$ cat config.mk
export PLATFORM = sky130hd
export DESIGN_NAME = fetch_stage
export DESIGN_NICKNAME = d
export VERILOG_FILES = /design/src/rtl/rv32_pkg.sv /design/src/rtl/if_id_reg.sv /design/src/rtl/fetch_stage.sv
export SDC_FILE = /design/constraint.sdc
export NUM_CORES = 1
export LEC_CHECK = 0
export ABC_AREA = 1
export BUFFER_PORTS_ARGS = -buffer_cell sky130_fd_sc_hd__buf_2
export CAP_MARGIN = 40
export CORE_MARGIN = 2
export CORE_UTILIZATION = 45
export CTS_BUF_LIST = sky130_fd_sc_hd__clkbuf_2
export CTS_CLUSTER_DIAMETER = 150
export DETAILED_ROUTE_END_ITERATION = 6
export GPL_TIMING_DRIVEN = 1
export PLACE_DENSITY = 0.83
export SLEW_MARGIN = 20
export SYNTH_ARGS = -nofsm -noshare
export SYNTH_HDL_FRONTEND = slang
export SYNTH_SLANG_ARGS = --single-unit
$ cat constraint.sdc
create_clock -name clk -period 1.45 [get_ports clk]
set_input_delay 0.29 -clock clk [delete_from_list [all_inputs] [get_ports clk]]
set_output_delay 0.29 -clock clk [all_outputs]
set_load 0.03 [all_outputs]
$ cat src/rtl/rv32_pkg.sv
// Shared RV32I definitions for the fetch/decode slice: data width, major
// opcodes, the bubble encoding, decode-field widths and the IF/ID update ops.
package rv32_pkg;

  localparam int unsigned XLEN = 32;

  // Major opcodes (inst[6:0]) the Controller decodes.
  localparam logic [6:0] OP_IMM = 7'b0010011;
  localparam logic [6:0] OP     = 7'b0110011;
  localparam logic [6:0] LUI    = 7'b0110111;
  localparam logic [6:0] AUIPC  = 7'b0010111;
  localparam logic [6:0] BRANCH = 7'b1100011;
  localparam logic [6:0] LOAD   = 7'b0000011;
  localparam logic [6:0] STORE  = 7'b0100011;
  localparam logic [6:0] SYSTEM = 7'b1110011;

  // All-zero word: decodes as the Controller's empty instruction.
  localparam logic [XLEN-1:0] BUBBLE_INST = 32'h0000_0000;

  localparam int unsigned OPCODE_W = 7;
  localparam int unsigned FUNCT3_W = 3;
  localparam int unsigned FUNCT7_W = 1;

  // What the IF/ID register does on the next clock edge.
  typedef enum logic [1:0] {
    IFID_LOAD   = 2'd0,
    IFID_HOLD   = 2'd1,
    IFID_BUBBLE = 2'd2
  } ifid_op_e;

endpackage

$ cat src/rtl/if_id_reg.sv
// IF/ID pipeline register holding {pc, inst, valid}. Loads, holds, or takes
// a bubble (inst cleared, valid cleared, pc kept) under control of the top.
module if_id_reg
  import rv32_pkg::*;
(
  input  logic            clk,
  input  logic            rst,
  input  ifid_op_e        op,
  input  logic [XLEN-1:0] load_pc,
  input  logic [XLEN-1:0] load_inst,
  output logic [XLEN-1:0] id_pc,
  output logic [XLEN-1:0] id_inst,
  output logic            id_valid
);

  logic [XLEN-1:0] pc_d, pc_q;
  logic [XLEN-1:0] inst_d, inst_q;
  logic            valid_d, valid_q;

  // Next-state select for the register contents.
  always_comb begin
    // NOTE: every always_comb output gets a default first, so no path can leave it unassigned and infer a latch.
    pc_d    = pc_q;
    inst_d  = inst_q;
    valid_d = valid_q;
    unique case (op)
      IFID_LOAD: begin
        pc_d    = load_pc;
        inst_d  = load_inst;
        valid_d = 1'b1;
      end
      IFID_BUBBLE: begin
        inst_d  = BUBBLE_INST;
        valid_d = 1'b0;
      end
      default: ;
    endcase
  end

  // Register update with synchronous reset to an empty slot.
  always_ff @(posedge clk) begin
    // NOTE: state flops use non-blocking assignments so every flop samples pre-edge values regardless of block order.
    if (rst) begin
      pc_q    <= '0;
      inst_q  <= BUBBLE_INST;
      valid_q <= 1'b0;
    end else begin
      pc_q    <= pc_d;
      inst_q  <= inst_d;
      valid_q <= valid_d;
    end
  end

  assign id_pc    = pc_q;
  assign id_inst  = inst_q;
  assign id_valid = valid_q;

endmodule

$ cat src/rtl/fetch_stage.sv
// RV32I fetch stage: owns the PC, addresses a 1-cycle synchronous imem, and
// feeds the IF/ID register with stall, redirect-with-flush and sticky halt.
// Optional feature macro: IF_FETCH_CNT_EN adds the fetch_cnt port/counter.
module fetch_stage
  import rv32_pkg::*;
#(
  parameter logic [31:0] RESET_PC = 32'h0000_0000,
  parameter int unsigned ADDR_W   = 8
) (
  input  logic              clk,
  input  logic              rst,
  input  logic              stall,
  input  logic              redirect,
  input  logic [31:0]       redirect_pc,
  input  logic              halt,
  output logic [ADDR_W-1:0] imem_addr,
  input  logic [31:0]       imem_rdata,
  output logic [31:0]       id_pc,
  output logic [31:0]       id_inst,
  output logic              id_valid,
  output logic [6:0]        opcode,
  output logic [2:0]        funct3,
  output logic              funct7
`ifdef IF_FETCH_CNT_EN
  ,output logic [31:0]      fetch_cnt
`endif
);

  logic [XLEN-1:0] pc_d, pc_q;
  logic            halted_d, halted_q;
  logic [XLEN-1:0] nxt_pc;
  logic            stop;
  ifid_op_e        ifid_op;

  assign stop = halted_q | halt;

  // Next-PC and IF/ID operation, both following the same priority chain.
  always_comb begin
    nxt_pc  = pc_q + 32'd4;
    ifid_op = IFID_LOAD;
    if (rst) begin
      nxt_pc  = RESET_PC;
      ifid_op = IFID_BUBBLE;
    end else if (stop) begin
      nxt_pc  = pc_q;
      ifid_op = IFID_BUBBLE;
    end else if (redirect) begin
      // The word in flight belongs to the wrong path, so it is dropped.
      nxt_pc  = {redirect_pc[31:2], 2'b00};
      ifid_op = IFID_BUBBLE;
    end else if (stall) begin
      nxt_pc  = pc_q;
      ifid_op = IFID_HOLD;
    end
  end

  assign pc_d      = nxt_pc;
  assign halted_d  = stop;
  assign imem_addr = nxt_pc[ADDR_W+1:2];

  // PC and sticky-halt registers.
  always_ff @(posedge clk) begin
    if (rst) begin
      pc_q     <= RESET_PC;
      halted_q <= 1'b0;
    end else begin
      pc_q     <= pc_d;
      halted_q <= halted_d;
    end
  end

  // pc_q is the address whose data is on imem_rdata this cycle.
  if_id_reg u_if_id_reg (
    .clk      (clk),
    .rst      (rst),
    .op       (ifid_op),
    .load_pc  (pc_q),
    .load_inst(imem_rdata),
    .id_pc    (id_pc),
    .id_inst  (id_inst),
    .id_valid (id_valid)
  );

  assign opcode = id_inst[OPCODE_W-1:0];
  assign funct3 = id_inst[12+FUNCT3_W-1:12];
  assign funct7 = id_inst[30];

  // Address bits outside the imem word index are intentionally dropped.
  logic unused_addr_bits;
  assign unused_addr_bits = ^{redirect_pc[1:0], nxt_pc[31:ADDR_W+2], nxt_pc[1:0]};

`ifdef IF_FETCH_CNT_EN
  logic [31:0] cnt_d, cnt_q;

  // Count cycles in which IF/ID captures a real instruction.
  always_comb begin
    cnt_d = cnt_q;
    if (ifid_op == IFID_LOAD) cnt_d = cnt_q + 32'd1;
  end

  // Fetch counter register.
  always_ff @(posedge clk) begin
    if (rst) cnt_q <= '0;
    else     cnt_q <= cnt_d;
  end

  assign fetch_cnt = cnt_q;
`endif

endmodule
# Yosys cells after proc, flatten, opt, wreduce, memory -nomap -nowiden
# Index checks and enable logic that the tools add are counted.
# op_classes
reduce_logical	3
div	0
eq_ne	2
n_mul	0
magnitude_cmp	0
addsub	1
n_shift	0
muxes	10
bitwise_logic	2
# ops
operator	n
32-bit 2-to-1 mux	2
32-bit case mux with 2 select lines	1
32-bit by 3-bit adder with 32-bit output (second input constant)	1
10-bit 2-to-1 mux	2
2-bit 2-to-1 mux	3
2-bit equality test (second input constant)	1
2-bit zero test	1
2-bit by 1-bit != test with 1-bit output (second input constant)	1
1-bit case mux with 2 select lines	1
2-bit AND reduction	1
2-bit nonzero test	1
1-bit 2-to-1 mux	1
1-bit inverter	1
1-bit bitwise OR	1
# totals
latch_bits	0
regBits	98
ramBits	0
output_inout_bits	84
inputBits	69
rom_bits	0
n_memories	0

# Logic depth before layout (Yosys ltp)
# depth
ltp_word	6
ltp_mapped	10
depth_no_buf	10

# Cells and area by module
# A second synthesis with hierarchy kept.
# unflattened
cells_unflattened	732
hier_area_um2	4802.1
# by_module_without_submodules
mod	cells_per_inst	instances	seq_area_each_um2	area_per_inst_um2
if_id_reg	346	1	1301.2	2457.4
fetch_stage	386	1	660.6	2344.7

# Worst setup path after synthesis
# OpenSTA, ideal clock, no wires.
# synth_path
kind	flip-flop to output port
startpoint	reg halted_q
endpoint	out imem_addr[0]
stages_incl_launch_ff	9
n_path_buf	1
t_arrival_ns	1.707
t_required_ns	1.160
setup_slack_ns	-0.547
path_cell_list	dfxtp_1 > nor2_4 > inv_2 > nor2_4 > inv_2 > nand2_4 > inv_2 > buf_6 > a211oi_1
# synth_via
elab_chain_cells	3
# synth_lines
item	line	text
from (decl)	fetch_stage.sv:30	logic halted_d, halted_q;
from (signal assigned)	fetch_stage.sv:68	halted_q <= halted_d;
1-bit bitwise OR	fetch_stage.sv:35	assign stop = halted_q | halt;
10-bit 2-to-1 mux	fetch_stage.sv:44	end else if (stop) begin
10-bit 2-to-1 mux	fetch_stage.sv:41	if (rst) begin
to (decl)	fetch_stage.sv:16	output logic [ADDR_W-1:0] imem_addr,
# No other way between the ends.

# Worst setup path after layout
# layout_path
startpoint	reg halted_q
endpoint	out imem_addr[6]
# The elaborated chain is that of the path after synthesis.

==> impl_results.md <==
- Status: finished with violations
- Failing checks: setup timing
- Min-delay src: rst
- Die area: 11380 um^2
- Pre-Repair DR Iteration Count: 7
- Synthesized netlist cell count: 680
- Rel. slew slack: 64.99%
- Die height: 106.7 um
- Clock sinks: 98
- Sequential area share after synthesis: 41.34%
- Synth Register Bits: 98
- Area share of the largest cell type after synthesis: 41.34%
- Hpwl dp: 10050 um
- Peak Freq: 411.7 MHz
- Post-route setup slack: -978.8 ps
- NumNets Final: 1038
- Gr usage total: 29.48%
- Via Count: 6774
- Vias per cell: 6.108
- Final Max Tran Viols: 0
- Cell area after synthesis: 4746 um^2
- Tmin final: 2429 ps
- Worst Path Required: 1160 ps
- Final instance area: 8757 um^2
- Post-Route WL: 24000 um
- Cell family with most CP delay: simple AND/OR/NAND/NOR gates
- TritonCTS Buffers: 9
- Peak VDD IR: 432.0 uV
- Hold Crit Class: in2reg
- Initial antenna violation count: 0
- Drc violations: 0
- CORE AREA: 10280 um^2
- I/O pin count: 153
- Fin. Hold Viols: 0
- Layout area overhead: 84.52%
- Final ANT Viol Nets: 0
- Gp weighted congestion: 0.9328
- Final Cycle Share: 167.5%
- WP data arrival: 2140 ps
- Top area cells in the synthesized netlist: dfxtp_1 41%, nand3_1 14%, nand2_1 12%
- Yosys warns: 0
- Buf/Inv on CP: 3
- Endpoint of the worst register-to-register path: u_if_id_reg.id_pc[4]
- Initial Utilization: 46.18%
- R2r startpoint: halted_q
- TritonCTS clock tree: yes
- Post-Place Cell Area: 6051 um^2
- Max-Cap Viols: 0
- Skew-Pair Late Insertion Delay: 630 ps
- Count leader, synth: nand2_1
- R2R cell count: 8
- R2R Setup Slk: -320 ps
- CP Cell Sequence: nor2_4, buf_6, nor2_1, nor2_1, o21a_1, o21ai_2, inv_2, buf_6
- CP max stage cell: dfxtp_2
- Rows: 37
- Max clock buf depth: 2
- Worst-margin pin slew: 525.2 ps
- CTS root buffer: clkbuf_2
- Largest stage delay on the critical path: 400 ps
- RSZ-0062 raised after global routing: yes
- Largest net degree at the start of global routing: 40
- Synthesized net count: 751
- Worst Setup Start Kind: flip-flop
- Worst Path Max Fanout: 10
- Post-synth EDFFs: 0
- Layout cells sized above 1: 54.53%
- Total gr overflow: 0
- Vias in the first global route: 5599
- First-pass GRT wire length: 26950 um
- Hold depth: 3
- Die X: 106.7 um
- CP Class: reg2out
- Clk pin slew, worst setup/hold paths: 300 ps
- Port Buf Inserts: 150
- Unique cell type count in the Yosys netlist: 32
- Min-Delay Endpoint: u_if_id_reg.id_pc[6]
- Avg Inst Size Synth: 6.979 um^2
- List of most frequent post-synthesis cells: 157 x nand2_1, 134 x nand3_1, 98 x dfxtp_1, 80 x a21oi_1, 43 x nor2_1
- Mean routed wirelength per cell: 21.64 um
- Worst clock skew: 27.17 ps
- Final setup fails: 168
- Crit end category: primary output
- Post-synthesis async set-or-reset flop share: 0%
- DR iter-0 viols: 1076
- Leak: 3.752 nW
- Final core utilization: 85.21%
- # H-tree levels: 3
- Primary FF master, synth: dfxtp_1
- Cell taking the most area after synthesis: dfxtp_1
- PwrDens: 677.0 nW/um^2
-- how the worst max path moves through the flow --
stage	to	slack, ps	start	cells past startpoint
after CTS	imem_addr[6]	-800	pc_q[3]	9
after floorplan	imem_addr[0]	-170	halted_q	8
after global routing	imem_addr[5]	-1060	pc_q[4]	8
final	imem_addr[6]	-980	halted_q	8
after global placement	imem_addr[4]	-220	pc_q[3]	7
after detailed placement	imem_addr[4]	-280	pc_q[3]	7
-- per-layer routing --
layer  share of wire [%]  vias up  track usage, %
met3                  11      254           5.775
met1                  34     3078           35.85
li1                    -     2822               -
met4                 8.6        0           13.08
met5                   0        -               0
met2                  46      620           50.45
-- worst min-delay path, stage by stage --
cell and delay [ps]:
buf_2 110, buf_4 220, a21oi_1 60
-- sequential cells by signal, indices dropped and copies added (netlist names) --
name                  cells
halted_q                  1
u_if_id_reg.id_inst      32
pc_q                     32
u_if_id_reg.id_pc        32
u_if_id_reg.id_valid      1
-- cells by family after synthesis --
kind of cell,share of synthesized area [%]
AOI/OAI and AO/OA,12.89
xor gates and xnor gates,0.7383
adders and majority gates,0.5272
buffers and inverters,9.280
DFF,41.34
and+or+nand+nor,35.22
-- cells in the final DEF, fill, tap and decap left out, types with 5 or more instances in the layout --
cell	count
nand2_1	121
nand3_1	104
buf_6	98
buf_4	85
dfxtp_2	69
buf_2	67
dlygate4sd3_1	56
a21oi_1	45
nor2_1	33
nand2_2	31
inv_1	28
o21ai_0	26
nand3_2	25
a21oi_2	25
dfxtp_1	17
nor2_4	14
dfxtp_4	12
a21oi_4	10
nand2_4	9
clkbuf_2	9
clkbuf_16	9
inv_2	8
buf_12	7
nor2_2	6
nand3_4	5
-- metrics by stage --
step	power [W]	setup TNS (ps)	hold WS [ps]	cells	worst slack, ps
6_report	0.005928	-24310	43.01	1109	-978.8
4_1_cts	0.005461	-7405	6.018	1074	-801.8
3_3_place_gp	0.003808	-2152	435.5	982	-222.8
2_1_floorplan	0.003431	-761.9	425.2	680	-173.0
5_1_grt	0.006078	-33180	-10.22	1108	-1057
3_5_place_dp	0.003819	-2677	434.5	982	-280.4
-- what timing repair did --
action,CTS,global route
hold endpoints to repair,56,0
pin swaps,18,65
gates cloned,1,11
setup endpoints to repair,98,142
gates resized for setup,237,211
setup buffers,21,39
hold buffers,56,0
-- area by class of cell --
cell class | instances | area, um^2
Fill cell | 468 | 1520
Clock inverter | 7 | 77.57
Multi-Input combinational cell | 490 | 3090
Tap cell | 136 | 170.2
Clock buffer | 9 | 45.04
Antenna cell | 1 | 2.502
Inverter | 40 | 160.2
Sequential cell | 98 | 2093
Timing Repair Buffer | 328 | 3118
-- power by group --
| part | total (W) | internal (W) | switching, W |
|---|---|---|---|
| combinational | 0.00150 | 0.000693 | 0.000804 |
| clock | 0.00151 | 0.000412 | 0.00110 |
| sequential | 0.00292 | 0.00279 | 0.000129 |
| total | 0.00593 | 0.00390 | 0.00203 |
Power figures use the tool's default switching activity.
